File: src/rtl/servo_cmd_router.sv
// servo_cmd_router: joystick frame -> per-channel slew-limited servo pulse-width commands.
// Axis values are clamped, linearly mapped to microseconds with a centre deadband,
// routed to channels by AXIS_MAP, and each channel's command walks toward its target.
module servo_cmd_router #(
    parameter int NUM_CH    = 4,
    parameter int IN_W      = 10,
    parameter int CMD_W     = 12,
    parameter int IN_MIN    = 228,
    parameter int IN_MAX    = 830,
    parameter int US_MIN    = 650,
    parameter int US_MAX    = 2600,
    parameter int US_CENTER = 1500,
    parameter int DEADBAND  = 25,
    parameter int SLEW_STEP = 10,
    parameter int TICK_DIV  = 25000,
    parameter logic [NUM_CH-1:0] AXIS_MAP = 4'b1010
) (
    input  logic                    CLK,
    input  logic                    RST_N,
    input  logic                    sample_valid,
    input  logic [IN_W-1:0]         x_pos,
    input  logic [IN_W-1:0]         y_pos,
    input  logic                    center_btn,
    input  logic [NUM_CH-1:0]       ch_en,
    output logic [NUM_CH*CMD_W-1:0] cmd,
    output logic [NUM_CH-1:0]       busy,
    output logic                    tick
);

    localparam int IN_SPAN = IN_MAX - IN_MIN;
    localparam int US_SPAN = US_MAX - US_MIN;
    localparam int CNT_W   = (TICK_DIV > 1) ? $clog2(TICK_DIV) : 1;

    localparam logic [IN_W-1:0]  L_IN_MIN  = IN_W'(IN_MIN);
    localparam logic [IN_W-1:0]  L_IN_MAX  = IN_W'(IN_MAX);
    localparam logic [IN_W-1:0]  L_IN_SPAN = IN_W'(IN_SPAN);
    localparam logic [CMD_W-1:0] L_CENTER  = CMD_W'(US_CENTER);
    localparam logic [CMD_W-1:0] L_STEP    = CMD_W'(SLEW_STEP);
    localparam logic [CNT_W-1:0] L_CNT_TOP = CNT_W'(TICK_DIV - 1);
    localparam logic [31:0]      L_DB_LO   = 32'(US_CENTER - DEADBAND);
    localparam logic [31:0]      L_DB_HI   = 32'(US_CENTER + DEADBAND);

    // Clamp an axis reading into the usable range and return its offset from IN_MIN.
    function automatic logic [IN_W-1:0] f_clamp_off(input logic [IN_W-1:0] v);
        if (v < L_IN_MIN)      return '0;
        else if (v > L_IN_MAX) return L_IN_SPAN;
        else                   return v - L_IN_MIN;
    endfunction

    // Round-half-up linear map of an offset into microseconds, snapping the deadband to centre.
    // 32-bit arithmetic comfortably holds IN_SPAN*US_SPAN for any realistic servo range.
    function automatic logic [CMD_W-1:0] f_map(input logic [IN_W-1:0] off);
        logic [31:0] w_m;
        w_m = 32'(US_MIN) + (32'(off) * 32'(US_SPAN) + 32'(IN_SPAN / 2)) / 32'(IN_SPAN);
        if (w_m >= L_DB_LO && w_m <= L_DB_HI) w_m = 32'(US_CENTER);
        return w_m[CMD_W-1:0];
    endfunction

    // One slew step of at most L_STEP from c toward t.
    function automatic logic [CMD_W-1:0] f_slew(input logic [CMD_W-1:0] c, input logic [CMD_W-1:0] t);
        if (t > c) return ((t - c) <= L_STEP) ? t : c + L_STEP;
        else       return ((c - t) <= L_STEP) ? t : c - L_STEP;
    endfunction

    logic [IN_W-1:0]  r_s1_x;
    logic [IN_W-1:0]  r_s1_y;
    logic             r_s1_valid;
    logic             r_btn_prev;
    logic [CNT_W-1:0] r_tick_cnt;
    logic [CMD_W-1:0] r_tgt [NUM_CH];
    logic [CMD_W-1:0] r_cmd [NUM_CH];

    logic [CMD_W-1:0] w_mx;
    logic [CMD_W-1:0] w_my;
    logic             w_recenter;
    logic             w_load;
    logic             w_tick;

    assign w_mx       = f_map(r_s1_x);
    assign w_my       = f_map(r_s1_y);
    assign w_recenter = sample_valid & center_btn & ~r_btn_prev;
    assign w_load     = r_s1_valid & ~r_btn_prev;
    assign w_tick     = (r_tick_cnt == L_CNT_TOP);
    assign tick       = w_tick;

    // Stage 1: capture clamped axis offsets and the sampled button level.
    always_ff @(posedge CLK or negedge RST_N) begin
        if (!RST_N) begin
            r_s1_x     <= '0;
            r_s1_y     <= '0;
            r_s1_valid <= 1'b0;
            r_btn_prev <= 1'b0;
        end else begin
            r_s1_valid <= sample_valid;
            if (sample_valid) begin
                r_s1_x     <= f_clamp_off(x_pos);
                r_s1_y     <= f_clamp_off(y_pos);
                r_btn_prev <= center_btn;
            end
        end
    end

    // Free-running slew tick divider.
    always_ff @(posedge CLK or negedge RST_N) begin
        if (!RST_N)      r_tick_cnt <= '0;
        else if (w_tick) r_tick_cnt <= '0;
        else             r_tick_cnt <= r_tick_cnt + 1'b1;
    end

    // Stage 2: mapped values land directly in the target registers; recentre takes priority
    // and a held button blocks updates.
    always_ff @(posedge CLK or negedge RST_N) begin
        if (!RST_N) begin
            for (int unsigned i = 0; i < NUM_CH; i++) r_tgt[i] <= L_CENTER;
        end else begin
            for (int unsigned i = 0; i < NUM_CH; i++) begin
                if (ch_en[i]) begin
                    if (w_recenter)  r_tgt[i] <= L_CENTER;
                    else if (w_load) r_tgt[i] <= AXIS_MAP[i] ? w_my : w_mx;
                end
            end
        end
    end

    // Command registers: follow targets directly when unlimited, otherwise step on each tick.
    always_ff @(posedge CLK or negedge RST_N) begin
        if (!RST_N) begin
            for (int unsigned i = 0; i < NUM_CH; i++) r_cmd[i] <= L_CENTER;
        end else begin
            for (int unsigned i = 0; i < NUM_CH; i++) begin
                if (SLEW_STEP == 0) r_cmd[i] <= r_tgt[i];
                else if (w_tick)    r_cmd[i] <= f_slew(r_cmd[i], r_tgt[i]);
            end
        end
    end

    // Pack commands and flag channels still converging.
    always_comb begin
        cmd  = '0;
        busy = '0;
        for (int unsigned i = 0; i < NUM_CH; i++) begin
            cmd[i*CMD_W +: CMD_W] = r_cmd[i];
            busy[i]               = (r_cmd[i] != r_tgt[i]);
        end
    end

endmodule

File: config.mk
export PLATFORM = sky130hd
export DESIGN_NAME = servo_cmd_router
export DESIGN_NICKNAME = d
export VERILOG_FILES = /design/src/rtl/servo_cmd_router.sv
export SDC_FILE = /design/constraint.sdc
export NUM_CORES = 1
export LEC_CHECK = 0
export ABC_AREA = 1
export CORE_ASPECT_RATIO = 2
export CORE_UTILIZATION = 30
export CTS_BUF_LIST = sky130_fd_sc_hd__clkbuf_4 sky130_fd_sc_hd__clkbuf_8
export DETAILED_ROUTE_END_ITERATION = 8
export SLEW_MARGIN = 20
export SYNTH_ARGS = -nofsm -noshare
export SYNTH_HDL_FRONTEND = slang
export SYNTH_SLANG_ARGS = --single-unit
File: constraint.sdc
create_clock -name CLK -period 19.55 [get_ports CLK]
set_input_delay 1.955 -clock CLK [delete_from_list [all_inputs] [get_ports CLK]]
set_output_delay 1.955 -clock CLK [all_outputs]
set_load 0.01 [all_outputs]
==> results of run 1 <==
## state kept, by name, indices dropped and copies added, names as in the netlist
| name | count |
|---|---|
| cmd | 48 |
| r_btn_prev | 1 |
| r_s1_valid | 1 |
| r_s1_x | 10 |
| r_s1_y | 10 |
| r_tgt | 48 |
| r_tick_cnt | 15 |
## worst max-delay path: cells and delay by family, from the launching register on
family / cells / cell delay, ps
flops: 1 / 470
fa+ha+maj: 7 / 2970
xor+xnor: 1 / 290
compound gates: 9 / 1860
buf+inv: 14 / 1460
simple gates: 80 / 10510
## logic make-up after synthesis
| group | Yosys count |
|---|---|
| compound gates | 573 |
| xor+xnor | 238 |
| fa+ha+maj | 303 |
| buf+inv | 858 |
| flops | 133 |
| simple gates | 2883 |
## through the flow
step / cell area [µm²] / hold WS (ps)
final: 33700 / 476
after global routing: 33700 / 479
after CTS: 33700 / 468
after detailed placement: 33300 / 457
after global placement: 33300 / 447
after floorplan: 31500 / 433
## per-layer routing
metal  share of wire, %  track usage, %  vias up  wire, µm
met1                 35            16.6    14600     33600
met3                2.1            1.25      265      2040
met2                 58            38.0      611     55400
li1                   -               -    16000         -
met4                5.5            9.92        0      5280
met5                  0               0        -         0
## area by class of cell
type                    count  area (µm²)  share of cell area (%)
clock inverters            13         100                   0.297
inverters                 771        2930                    8.69
flip-flops and latches    133        3400                    10.1
well taps                1352        1690                    5.01
diodes                      1        2.50                 0.00742
repair buffers             90         877                    2.60
clock buffers              19         255                   0.756
multi-input cells        3997       24500                    72.6
## placed cells by master (no fill, tap or decap), drive strengths merged, types with 3 or more instances in the layout
cell type / n
nor3: 47
xnor2: 33
o21bai: 5
dfstp: 56
a31o: 6
fa: 76
nor4: 18
nand3b: 12
nand3: 577
a21boi: 3
nand2: 1729
or2: 12
o22ai: 23
a2111oi: 3
buf: 11
clkdlybuf4s50: 79
a221oi: 5
nand4: 60
a211oi: 7
o221ai: 36
nor3b: 3
o2111ai: 7
ha: 227
a21oi: 253
nor2: 419
xor2: 205
o211ai: 14
o21ai: 177
a31oi: 20
dfrtp: 77
clkbuf: 19
clkinv: 31
and2: 3
inv: 751
a221o: 3
## worst max-delay path by stage
stage,cells after the start,end,slack (ps)
detailed placement,110,r_tgt[16]$_DFFE_PN1P_,1130
global placement,110,r_tgt[40]$_DFFE_PN1P_,1280
finish,111,r_tgt[16]$_DFFE_PN1P_,1810
floorplan,118,r_tgt[37]$_DFFE_PN0P_,4980
CTS,110,r_tgt[40]$_DFFE_PN1P_,1090
global route,112,r_tgt[16]$_DFFE_PN1P_,6
## repair_timing
action	in CTS	in global routing
endpoints found under the setup margin	0	16
buffers inserted	0	2
gates resized for setup	0	6
==> results.py, run 1 <==
metrics = {
    "clocking": {
        "worstSkewPairLatency_ps": 530,
        "htreeDepth": 4,
        "clk_path_buf_depth": 2,
        "cts_hold_buf": 0,
        "clkTransAtPathRegs_ps": 90,
        "clock-sinks": 133,
        "numCtsBuffers": 17,
        "cts_tree": "yes",
        "root_buffer": "clkbuf_8",
    },
    "route": {
        "wl_per_cell_um": 15.1,
        "wl_um": 96400,
        "vias": 31500,
        "via_per_inst": 4.94,
        "drcViolationCount": 0,
        "drt_iter0_drc": 1327,
        "antenna_left": 0,
        "dr.pass1.iters": 5,
    },
    "layout": {
        "layout-drive-gt1-share_pct": 16.2,
        "syn_to_final_growth_pct": 7.21,
        "nets": 5341,
        "num-fill-cells": 11500,
        "final_util_pct": 32.5,
        "layout.cells.non_filler": 6376,
    },
    "yosys": {
        "ys_top_cells_by_count": "nand2_1 (1,317), inv_1 (671), nand3_1 (511)",
        "ys_async_sr_fraction_pct": 100,
        "yosys.area.top_type_share_pct": 15.7,
        "synth-seq-cells": 133,
        "synth_top_area_cell": "nand2_1",
        "synthMuxAreaShare_pct": 0,
        "synth_enable_flop_cells": 0,
        "synth_compound_area_share_pct": 11.3,
        "netlist_area_um2": 31500,
        "synth_seq_area_share_pct": 10.8,
        "synth-xor-area-share_pct": 6.71,
        "synth_top_family_by_area": "simple AND/OR/NAND/NOR gates",
        "synth.distinct_cells": 80,
        "synth_cells": 4988,
        "synthAdderAreaFrac_pct": 13.9,
        "yosysWarnings": 0,
        "synth_nets": 5319,
        "ys.flop_type": "dfrtp_1",
        "synth_most_common_cell": "nand2_1",
        "yosys.area_share.simple_pct": 45.8,
        "avgSynthCellArea_um2": 6.31,
        "synthTopCellsByArea": "nand2_1 (16%), ha_1 (9.0%), nand3_1 (8.1%)",
    },
    "global_route": {
        "grt_usage_pct": 18.1,
        "antenna_found_initial": 1,
        "grt_pass1_wl_um": 156000,
        "grt_pass1_vias": 31900,
        "grt-ovfl-total": 0,
        "grt_max_degree": 70,
    },
    "worst_setup_path": {
        "cp_slowest_cell": "ha_1",
        "rr_endpoint": "r_tgt[16]$_DFFE_PN1P_",
        "required_ps": 20030,
        "endpoint_kind": "flop",
        "crit_fanout": 19,
        "crit_top_cell": "nand2_1",
        "rrSetupSlack_ps": 1810,
        "reg2reg_depth": 111,
        "r2r-start": "r_s1_x[0]$_DFFE_PN0P_",
        "path_class": "flop to flop",
        "startpoint": "r_s1_x[0]$_DFFE_PN0P_",
        "startpoint_type": "flop",
        "critPathArrivalTime_ps": 18220,
        "slowest_delay_ps": 560,
    },
    "placed_design": {
        "dp.cells": 6341,
        "io_buffers": 80,
        "dp_slack_ps": 1130,
        "hpwl_um": 82700,
        "gp_congestion": 0.961,
    },
    "floorplan": {
        "rows": 167,
        "core_area_um2": 104000,
        "dieArea_um2": 106000,
        "die_h_um": 460,
        "die_w_um": 231,
        "io_pins": 81,
        "start_util_pct": 30.3,
    },
    "worst_hold_path": {
        "holdCritPathClass": "flop to flop",
        "holdPathStages": 1,
        "hold_end": "r_tick_cnt[0]$_DFF_PN0_",
        "hold_start": "r_tick_cnt[0]$_DFF_PN0_",
    },
    "sta": {
        "slew_viol_final": 0,
        "tns_ps": 0,
        "max_freq_mhz": 56.4,
        "setup_viol": 0,
        "hold_viol": 0,
        "fin_ws_ps": 1810,
        "slew_headroom_pct": 41.2,
        "tightest_slew_ps": 882,
        "period_minus_slack_ps": 17740,
        "skew_ps": 21.6,
        "rsz0062_at_grt": "false",
        "layout_worst_path_cycle_share_pct": 90.7,
    },
    "outcome": {
        "outcome": "complete, no violations",
    },
    "flow_run": {
        "drv_cap": 0,
    },
}
Power of run 1 is left out: the tool's default activity adds up to more than one toggle a clock period on the data nets, which glitch-free logic cannot reach.
==> run 2: changes to the inputs <==
- ABC_CLOCK_PERIOD_IN_PS: not set -> 19550
- SETUP_SLACK_MARGIN: not set -> 0.5
==> results.py, run 2 (synthesis gave the netlist of run 1 again) <==
metrics = {
    "global_route": {
        "grt-ovfl-total": 0,
        "grt_pass1_wl_um": 156000,
        "grt_usage_pct": 18.1,
        "grt_max_degree": 70,
        "grt_pass1_vias": 31900,
        "antenna_found_initial": 1,
    },
    "placed_design": {
        "hpwl_um": 82700,
        "gp_congestion": 0.961,
        "io_buffers": 80,
    },
    "layout": {
        "seq_area_um2": 3400,
        "nets": 5355,
        "layout_commonest_cell": "nand2_1",
        "layout-drive-gt1-share_pct": 16.5,
        "multiInputGateArea_um2": 24500,
        "final_cell_mix": "nand2_1 (1,316), inv_1 (671), nand3_1 (511)",
        "syn_to_final_growth_pct": 7.72,
        "num-fill-cells": 11500,
    },
    "sta": {
        "tightest_slew_ps": 880,
        "max_freq_mhz": 57.8,
        "setup_viol": 0,
        "period_minus_slack_ps": 17290,
        "slew_headroom_pct": 41.3,
        "rsz0062_at_grt": "false",
        "slew_viol_final": 0,
        "skew_ps": 19.6,
        "hold_viol": 0,
        "layout_worst_path_cycle_share_pct": 88.5,
        "tns_ps": 0,
    },
    "worst_hold_path": {
        "hold_start": "r_tick_cnt[0]$_DFF_PN0_",
        "holdCritPathClass": "flop to flop",
    },
    "clocking": {
        "worstSkewPairLatency_ps": 530,
        "clkTransAtPathRegs_ps": 90,
        "cts_hold_buf": 0,
        "htreeDepth": 4,
        "numCtsBuffers": 17,
        "root_buffer": "clkbuf_8",
        "clk_path_buf_depth": 2,
        "cts_tree": "yes",
        "clock-sinks": 133,
    },
    "worst_setup_path": {
        "rr_endpoint": "r_tgt[16]$_DFFE_PN1P_",
        "endpoint_kind": "flop",
        "path_class": "flop to flop",
        "reg2reg_depth": 114,
        "path_delay_family": "simple AND/OR/NAND/NOR gates",
        "crit_buf_inv": 18,
        "crit_fanout": 19,
        "cp_slowest_cell": "fa_1",
        "crit_top_cell": "nand2_1",
        "crit_path_end": "r_tgt[16]$_DFFE_PN1P_",
        "r2r-start": "r_s1_x[1]$_DFFE_PN0P_",
        "slowest_delay_ps": 560,
        "critPathArrivalTime_ps": 17770,
        "startpoint": "r_s1_x[1]$_DFFE_PN0P_",
        "cp_num_cells": 114,
        "startpoint_type": "flop",
        "rrSetupSlack_ps": 2260,
        "required_ps": 20030,
    },
    "floorplan": {
        "core_area_um2": 104000,
        "die_w_um": 231,
        "die_h_um": 460,
        "io_pins": 81,
        "start_util_pct": 30.3,
        "dieArea_um2": 106000,
        "rows": 167,
    },
    "outcome": {
        "outcome": "complete, no violations",
    },
    "route": {
        "drt_iter0_drc": 1439,
        "dr.pass1.iters": 7,
        "vias": 31600,
        "antenna_left": 0,
        "wl_um": 96500,
        "drcViolationCount": 0,
        "wl_per_cell_um": 15.1,
        "via_per_inst": 4.94,
    },
    "flow_run": {
        "drv_cap": 0,
    },
}
[run 2: cell types whose count changed in the layout (fill, tap and decap cells not counted), sizes merged]
cell | before | now
buf | 11 | 25
[run 2: per-stage QoR]
step                      util [%]  hold slack, ps  cell area, µm²  std cells  setup WS [ps]
after floorplan                  -             433           31500       4988           4980
after global placement        32.1             447           33300       6341           1280
after detailed placement      32.1             457           33300       6341           1130
after CTS                     32.4             468           33700       6373           1090
after global routing          32.7             479           33900       6390            535
final                         32.7             467           33900       6390           2260
[run 2: how the worst min path moves through the flow]
stage / slack [ps] / depth (start not counted) / end
floorplan: 430 / 1 / r_tick_cnt[0]$_DFF_PN0_
global placement: 450 / 1 / r_tick_cnt[0]$_DFF_PN0_
detailed placement: 460 / 1 / r_tick_cnt[0]$_DFF_PN0_
CTS: 470 / 1 / r_tick_cnt[0]$_DFF_PN0_
global route: 480 / 1 / r_tick_cnt[0]$_DFF_PN0_
finish: 470 / 1 / r_tick_cnt[0]$_DFF_PN0_
[run 2: cell type report]
cell class | count | area share, %
well taps | 1352 | 4.99
diodes | 1 | 0.00738
clock buffers | 19 | 0.753
flip-flops and latches | 133 | 10.0
inverters | 771 | 8.65
multi-input cells | 3997 | 72.3
repair buffers | 104 | 2.97
clock inverters | 13 | 0.295
[run 2: what timing repair did]
| item | in CTS | in global routing |
|---|---|---|
| setup buffers | 0 | 16 |
| endpoints found under the setup margin | 0 | 18 |
| gates resized for setup | 0 | 11 |
[run 2: per-layer routing]
layer,up-vias,part of all wire (%),global-route usage [%]
met5,-,0,0
li1,16100,-,-
met3,262,2.1,1.25
met4,0,5.5,9.92
met1,14700,35,16.6
met2,569,58,38.0
Power of run 2 is left out for the same reason.
